[config.mk]
export PLATFORM = sky130hd
export DESIGN_NAME = mac_tx
export DESIGN_NICKNAME = d
export VERILOG_FILES = /design/src/rtl/mac_tx.sv
export SDC_FILE = /design/constraint.sdc
export NUM_CORES = 1
export LEC_CHECK = 0
export ABC_AREA = 1
export CORE_MARGIN = 5
export CORE_UTILIZATION = 58
export CTS_CLUSTER_SIZE = 40
export DETAILED_ROUTE_END_ITERATION = 16
export GPL_ROUTABILITY_DRIVEN = 0
export PLACE_DENSITY = 0.77
export SKIP_CTS_REPAIR_TIMING = 1
export SKIP_LAST_GASP = 1
export SYNTH_ARGS = -nofsm -noshare
export SYNTH_HDL_FRONTEND = slang
export SYNTH_SLANG_ARGS = --single-unit
[constraint.sdc]
create_clock -name clk -period 5.8 [get_ports clk]
set_clock_uncertainty 0.05 [all_clocks]
set_input_delay 1.16 -clock clk [delete_from_list [all_inputs] [get_ports clk]]
set_output_delay 1.16 -clock clk [all_outputs]
set_load 0.02 [all_outputs]
[src/rtl/mac_tx.sv]
// rtl/mac_tx.sv - Ethernet MAC transmit stage: preamble/SFD, pad, CRC-32 FCS and IFG onto GMII
module mac_tx #(
  parameter int          PREAMBLE_LEN  = 7,
  parameter int          MIN_FRAME_LEN = 60,
  parameter int          MAX_FRAME_LEN = 1514,
  parameter int          IFG_CYCLES    = 12,
  parameter logic [15:0] TIMEOUT_MAX   = 16'hffff
) (
  input  logic       clk,
  input  logic       rstn,
  input  logic       mac_tx_req,
  output logic       mac_tx_ack,
  input  logic       mac_tx_ready,
  output logic       mac_data_req,
  input  logic [7:0] mac_tx_data_in,
  input  logic       mac_tx_end_in,
  output logic       mac_send_end,
  output logic       tx_trunc,
  output logic       gmii_tx_en,
  output logic [7:0] gmii_txd
);

  localparam logic [3:0] S_IDLE       = 4'd0;
  localparam logic [3:0] S_ACK        = 4'd1;
  localparam logic [3:0] S_WAIT_READY = 4'd2;
  localparam logic [3:0] S_PREAMBLE   = 4'd3;
  localparam logic [3:0] S_DATA       = 4'd4;
  localparam logic [3:0] S_PAD        = 4'd5;
  localparam logic [3:0] S_FCS        = 4'd6;
  localparam logic [3:0] S_IFG        = 4'd7;
  localparam logic [3:0] S_END        = 4'd8;

  localparam logic [10:0] PRE_L    = 11'(PREAMBLE_LEN);
  localparam logic [10:0] DREQ_L   = 11'(PREAMBLE_LEN - 2);
  localparam logic [10:0] MIN_L    = 11'(MIN_FRAME_LEN);
  localparam logic [10:0] MAX_L    = 11'(MAX_FRAME_LEN);
  localparam logic [10:0] IFG_L    = 11'(IFG_CYCLES - 1);
  localparam logic [15:0] TO_LAST  = 16'(TIMEOUT_MAX - 16'd1);

  logic [3:0]  state;
  logic [10:0] cnt;
  logic [10:0] cnt_inc;
  logic [15:0] to_cnt;
  logic [31:0] crc;
  logic        end_flag;
  logic [7:0]  fcs_byte;

  // Reflected CRC-32 (poly 0x04C11DB7), one byte per call.
  function automatic logic [31:0] crc_next(input logic [31:0] c, input logic [7:0] d);
    logic [31:0] r;
    r = c ^ {24'd0, d};
    for (int i = 0; i < 8; i++) begin
      r = r[0] ? ((r >> 1) ^ 32'hEDB88320) : (r >> 1);
    end
    return r;
  endfunction

  assign cnt_inc = cnt + 11'd1;

  always_comb begin
    fcs_byte = 8'h00;
    case (cnt[1:0])
      2'd0:    fcs_byte = ~crc[7:0];
      2'd1:    fcs_byte = ~crc[15:8];
      2'd2:    fcs_byte = ~crc[23:16];
      default: fcs_byte = ~crc[31:24];
    endcase
  end

  always_ff @(posedge clk) begin
    if (!rstn) begin
      state        <= S_IDLE;
      cnt          <= 11'd0;
      to_cnt       <= 16'd0;
      crc          <= 32'hFFFFFFFF;
      end_flag     <= 1'b0;
      mac_tx_ack   <= 1'b0;
      mac_data_req <= 1'b0;
      mac_send_end <= 1'b0;
      tx_trunc     <= 1'b0;
      gmii_tx_en   <= 1'b0;
      gmii_txd     <= 8'h00;
    end else begin
      mac_tx_ack   <= 1'b0;
      mac_data_req <= 1'b0;
      mac_send_end <= 1'b0;
      tx_trunc     <= 1'b0;
      gmii_tx_en   <= 1'b0;
      gmii_txd     <= 8'h00;
      to_cnt       <= 16'd0;
      case (state)
        S_IDLE: begin
          if (mac_tx_req) begin
            state      <= S_ACK;
            mac_tx_ack <= 1'b1;
          end
        end
        S_ACK: state <= S_WAIT_READY;
        S_WAIT_READY: begin
          to_cnt <= to_cnt + 16'd1;
          if (mac_tx_ready) begin
            state    <= S_PREAMBLE;
            cnt      <= 11'd0;
            crc      <= 32'hFFFFFFFF;
            end_flag <= 1'b0;
          end else if (to_cnt == TO_LAST) begin
            state <= S_IDLE;
          end
        end
        S_PREAMBLE: begin
          gmii_tx_en <= 1'b1;
          gmii_txd   <= (cnt == PRE_L) ? 8'hD5 : 8'h55;
          // A source end marker during preamble makes the first data byte the last.
          end_flag     <= end_flag | mac_tx_end_in;
          mac_data_req <= (cnt == DREQ_L);
          if (cnt == PRE_L) begin
            state <= S_DATA;
            cnt   <= 11'd0;
          end else begin
            cnt <= cnt_inc;
          end
        end
        S_DATA: begin
          gmii_tx_en <= 1'b1;
          gmii_txd   <= mac_tx_data_in;
          crc        <= crc_next(crc, mac_tx_data_in);
          cnt        <= cnt_inc;
          end_flag   <= mac_tx_end_in;
          if (end_flag || cnt_inc == MAX_L) begin
            tx_trunc <= !end_flag && (cnt_inc == MAX_L);
            if (cnt_inc < MIN_L) begin
              state <= S_PAD;
            end else begin
              state <= S_FCS;
              cnt   <= 11'd0;
            end
          end
        end
        S_PAD: begin
          gmii_tx_en <= 1'b1;
          crc        <= crc_next(crc, 8'h00);
          cnt        <= cnt_inc;
          if (cnt_inc == MIN_L) begin
            state <= S_FCS;
            cnt   <= 11'd0;
          end
        end
        S_FCS: begin
          gmii_tx_en <= 1'b1;
          gmii_txd   <= fcs_byte;
          cnt        <= cnt_inc;
          if (cnt[1:0] == 2'd3) begin
            state <= S_IFG;
            cnt   <= 11'd0;
          end
        end
        S_IFG: begin
          cnt <= cnt_inc;
          if (cnt == IFG_L) state <= S_END;
        end
        S_END: begin
          mac_send_end <= 1'b1;
          state        <= S_IDLE;
        end
        default: state <= S_IDLE;
      endcase
    end
  end

endmodule

# [After elaboration in Yosys (flattened, before gate mapping)]
# Index checks and enable logic that the tools add are counted.
[totals] out_inout_bits=13 input_bits=13 ff_bits=77 elab_cells=121
[op_classes] n_lt_le_gt_ge=1 n_bitwise=22 reduce_logical=17 muxes=43 n_addsub=2 n_eq_ne=25
[op_table] operator="2-to-1 mux 32 bit" n=17
[op_table] operator="inverter 13 -> 14 bit" n=16
[op_table] operator="one-hot mux 32 bit (3 select lines)" n=1
[op_table] operator="2-to-1 mux 11 bit" n=6
[op_table] operator="one-hot mux 11 bit (6 select lines)" n=1
[op_table] operator="one-hot mux 8 bit (3 select lines)" n=2
[op_table] operator="2-to-1 mux 4 bit" n=8
[op_table] operator="inverter 8 bit" n=4
[op_table] operator="one-hot mux 4 bit (8 select lines)" n=1
[op_table] operator="bitwise XOR 32 x 8 -> 32 bit" n=1
[op_table] operator="== test 11 x 3 -> 1 bit, second input constant" n=2
[op_table] operator="adder 16 x 1 -> 16 bit, second input constant" n=1
[op_table] operator="== test 16 bit, second input constant" n=1
[op_table] operator="== test 4 x 3 -> 1 bit, second input constant" n=4
[op_table] operator="inequality test 2 bit, second input constant" n=7
[op_table] operator="AND reduction 2 bit" n=6
[op_table] operator="adder 11 x 1 -> 11 bit, second input constant" n=1
[op_table] operator="== test 11 bit, second input constant" n=1
[op_table] operator="== test 11 x 4 -> 1 bit, second input constant" n=1
[op_table] operator="== test 11 x 6 -> 1 bit, second input constant" n=1
[op_table] operator="< comparator 11 x 6 -> 1 bit, second input constant" n=1
[op_table] operator="== test 4 x 2 -> 1 bit, second input constant" n=2
[op_table] operator="2-to-1 mux 8 bit" n=1
[op_table] operator="AND reduction 7 bit" n=1
[op_table] operator="other kinds (18)" n=23

# [Depth between registers and ports, before layout]
[logic_depth] word_depth=18 ltp_mapped=16 mapped_depth_nobuf=15

# [Least setup slack after synthesis]
# OpenSTA, ideal clock, no wires.
[synth_path] path_type="input to register" start="input port mac_tx_data_in[6]" end="register crc[19]" path_slack_ns=3.299 arrival_time_ns=2.323 required_time_ns=5.622 path_buffers=0 stages=10 setup_time_ns=0.128 cell_sequence="xnor2_2 -> xor2_2 -> xnor2_1 -> nand2_1 -> nand2_1 -> nand2_1 -> nand3_1 -> nand2_1 -> nand2_1 -> nand3_2"
[synth_via] elab_chain_len=12
[synth_lines] item="from (decl)" line_no="15" source="input logic [7:0] mac_tx_data_in,"
[synth_lines] item="bitwise XOR 32 x 8 -> 32 bit *" line_no="51" source="r = c ^ {24'd0, d};"
[synth_lines] item="inverter 13 -> 14 bit (no line)"
[synth_lines] item="2-to-1 mux 32 bit * (7 in a row)" line_no="53" source="r = r[0] ? ((r >> 1) ^ 32'hEDB88320) : (r >> 1);"
[synth_lines] item="inverter 13 -> 14 bit (no line)"
[synth_lines] item="2-to-1 mux 32 bit *" line_no="53"
[synth_lines] item="one-hot mux 32 bit (3 select lines) *" line_no="91" source="case (state)"
[synth_lines] item="to (signal assigned)" line_no="126" source="crc <= crc_next(crc, mac_tx_data_in);"
[synth_lines] item="to (signal assigned)" line_no="141" source="crc <= crc_next(crc, 8'h00);"
[synth_lines] item="to (decl)" line_no="44" source="logic [31:0] crc;"
# Every way passes the cells marked *; elsewhere a longest branch is shown, timed or not.
# A chain may end at the register's enable or synchronous reset.

# [Final worst setup path]
[layout_path] start="register cnt[0]" end="register cnt[7]"
[layout_via] elab_chain_len=5 elab_cells_between_ends=13 classes_between="1 x add/sub; 1 x order compare; 4 x eq/ne; 6 x mux; 1 x reduce/logical"
[layout_lines] item="from (decl)" line_no="41" source="logic [10:0] cnt;"
[layout_lines] item="from (signal assigned)" line_no="120" source="cnt <= cnt_inc;"
[layout_lines] item="from (signal assigned)" line_no="127" source="cnt <= cnt_inc;"
[layout_lines] item="from (signal assigned)" line_no="142" source="cnt <= cnt_inc;"
[layout_lines] item="adder 11 x 1 -> 11 bit" line_no="58" source="assign cnt_inc = cnt + 11'd1;"
[layout_lines] item="< comparator 11 x 6 -> 1 bit or == test 11 bit (tied branches)" line_no="131, 129"
[layout_lines] item="2-to-1 mux 11 bit or logical OR 1 bit (tied branches)" line_no="131, 129"
[layout_lines] item="2-to-1 mux 11 bit" line_no="129" source="if (end_flag || cnt_inc == MAX_L) begin"
[layout_lines] item="one-hot mux 11 bit (6 select lines) *" line_no="91"
# Marks and branches as above.

==> results.json <==
{
  "crit_fanout": 16,
  "grt_max_degree": 47,
  "via_per_inst": 6.02,
  "synth_edf_count": 0,
  "cp_cell_sequence": "ha_1, clkinv_1, ha_1, nand2_1, nor2_1, nand3_1, nor2_1, nand3_1, nand2_1, nand4_1, nand2_1, a21oi_1",
  "p_sw_share_pct": 52.6,
  "drv_cap": 0,
  "coreArea_um2": 10200,
  "worstSetupEndpointType": "flip-flop",
  "max-vdd-ir-drop_uv": 267,
  "area_growth_pct": 6.73,
  "syn-instance-count": 894,
  "initial_utilization_pct": 58.9,
  "clk_pin_slew_ns": 0.09,
  "num_vias": 6238,
  "cp_num_cells": 12,
  "hold_viol": 0,
  "period_share_pct": 58.1,
  "layout_commonest_cell": "nand2_1",
  "r2r_cells": 12,
  "outcome": "finished, final reports clean",
  "die_x_um": 112,
  "critPathMaxStageDelay_ns": 0.64,
  "crit_type": "flip-flop to flip-flop",
  "yosysSeqAreaShare_pct": 25.6,
  "min_period_ns": 3.37,
  "drtIter0Drc": 755,
  "whs_path_depth": 1,
  "avgSynthCellArea_um2": 6.74,
  "ant_nets": 0,
  "slew_viol_final": 0,
  "grt-ovfl-total": 0,
  "grt.total_usage_pct": 28.2,
  "die_area_um2": 12500,
  "pin_count": 26,
  "layout_common_cells": "nand2_1 (199), inv_1 (94), dfxtp_1 (77), a21oi_1 (68), xor2_1 (65)",
  "async_reset_ff_share_pct": 0,
  "synth_nets": 915,
  "fillers": 947,
  "diodes": 0,
  "crit_arrival_ns": 3.54,
  "clockBufferDepth": 2,
  "cts_inserted_buffers": 9,
  "drc": 0,
  "dp_hpwl_um": 12200,
  "p_sw_uw": 1750,
  "synth_seq_cells": 77,
  "clock_sinks": 77,
  "layout.area.seq_um2": 1540,
  "final_nets": 917,
  "num_rows": 37,
  "crit_required_ns": 5.97,
  "synth_area_um2": 6030,
  "root_buffer": "clkbuf_8",
  "synth_top_area_cell": "dfxtp_1",
  "portBuffers": 25,
  "wl_per_cell_um": 17.0,
  "power.leakage_uw": 0.00280,
  "max_freq_ghz": 0.297,
  "p_int_uw": 1580,
  "cts_tree": "done",
  "drive_above_1_share_pct": 7.21,
  "critical-path-top-delay-family": "adder cells",
  "start_kind": "flip-flop",
  "crit_path_frequent_cell": "nand2_1",
  "grt_pass1_wl_um": 28600,
  "dpl.cell_count": 1021,
  "h-tree-depth": 3,
  "min_path_type": "flip-flop to flip-flop",
  "firstDrtPassIters": 8,
  "dieHeight_um": 112,
  "grt_setup_unrepaired": "no",
  "instances_no_fill": 1037,
  "tightest_slew_ns": 1.06,
  "setup_viol": 0,
  "clkPwrFrac_pct": 13.0,
  "ys_warn_count": 0,
  "pre_cts_ws_ns": 2.13,
  "grt_pass1_vias": 5772,
  "power.density_nw_per_um2": 517,
  "worst-path-buf-inv": 1,
  "multi_input_area_um2": 3870,
  "clkLatencyLatePin_ns": 0.38,
  "synth_top_area_share_pct": 25.6,
  "tns_ns": 0,
  "antenna_found_initial": 0,
  "synth_area_leaders": "dfxtp_1 (26%), nand2_1 (12%), xor2_1 (9.4%), inv_1 (5.9%), a21oi_1 (5.6%)",
  "crit_slowest_cell": "ha_1",
  "ys_types": 49,
  "synth_ff_type": "dfxtp_1",
  "relSlewSlack_pct": 29.6,
  "p_comb_share_pct": 61.8,
  "fin_ws_ns": 2.43,
  "sequentialPowerShare_pct": 25.2,
  "totalWireLength_um": 17600
}
layout make-up:
class / count / area share [%]
flip-flops and latches: 77 / 24.0
inverters: 102 / 5.99
repair buffers: 27 / 4.12
clock buffers: 10 / 1.98
well taps: 136 / 2.65
multi-input cells: 679 / 60.2
clock inverters: 6 / 1.13
through the flow:
step,hold WS (ns),area [µm²],total power [µW],util [%]
after floorplan,0.372,6030,2400,-
after global placement,0.387,6230,2760,60.9
after detailed placement,0.408,6230,2820,60.9
after CTS,0.412,6430,3260,62.9
after global routing,0.458,6430,3540,62.9
final,0.423,6430,3330,62.9
cell usage after synthesis (9+ instances only):
cell type / number
nand4_1: 18
a21oi_1: 68
o221ai_1: 9
xnor2_1: 28
nand2_1: 199
nor2_1: 62
buf_2: 12
nor3_1: 12
inv_1: 94
clkbuf_1: 9
nand2_2: 10
o211ai_1: 12
xor2_1: 65
o22ai_1: 10
nand3_1: 57
dfxtp_1: 77
o21ai_0: 58
cell families after synthesis:
group           after synthesis  synth area share [%]
buf+inv                     138                  10.2
fa+ha+maj                     8                  1.66
xor+xnor                    103                  16.8
compound gates              182                  17.3
simple gates                386                  28.5
flops                        77                  25.6
layer usage:
layer | vias to the layer above | part of all wire [%] | GRT usage, %
li1 | 2929 | - | -
met1 | 2855 | 41 | 37.0
met2 | 397 | 44 | 43.3
met3 | 57 | 12 | 6.41
met4 | 0 | 3.6 | 14.4
met5 | - | 0 | 0
power groups by stage:
stage | registers [µW] | clock network (µW) | logic (µW)
6_report | 838 | 432 | 2060
5_1_grt | 847 | 461 | 2230
4_1_cts | 829 | 439 | 1990
3_5_place_dp | 840 | 0 | 1980
3_3_place_gp | 837 | 0 | 1920
2_1_floorplan | 747 | 0 | 1660
flip-flops by register name, summed over array words and instances, names as in the netlist, 4 cells and up:
| name | cells |
|---|---|
| cnt | 11 |
| to_cnt | 16 |
| gmii_txd | 8 |
| state | 4 |
| crc | 32 |
worst paths after layout:
kind	start	endpoint	slack [ns]
min	end_flag	tx_trunc	0.42
max reg2reg	cnt[0]	cnt[7]	2.43
max	cnt[0]	cnt[7]	2.43
min reg2reg	end_flag	tx_trunc	0.42
(Power assumes the default switching activity.)
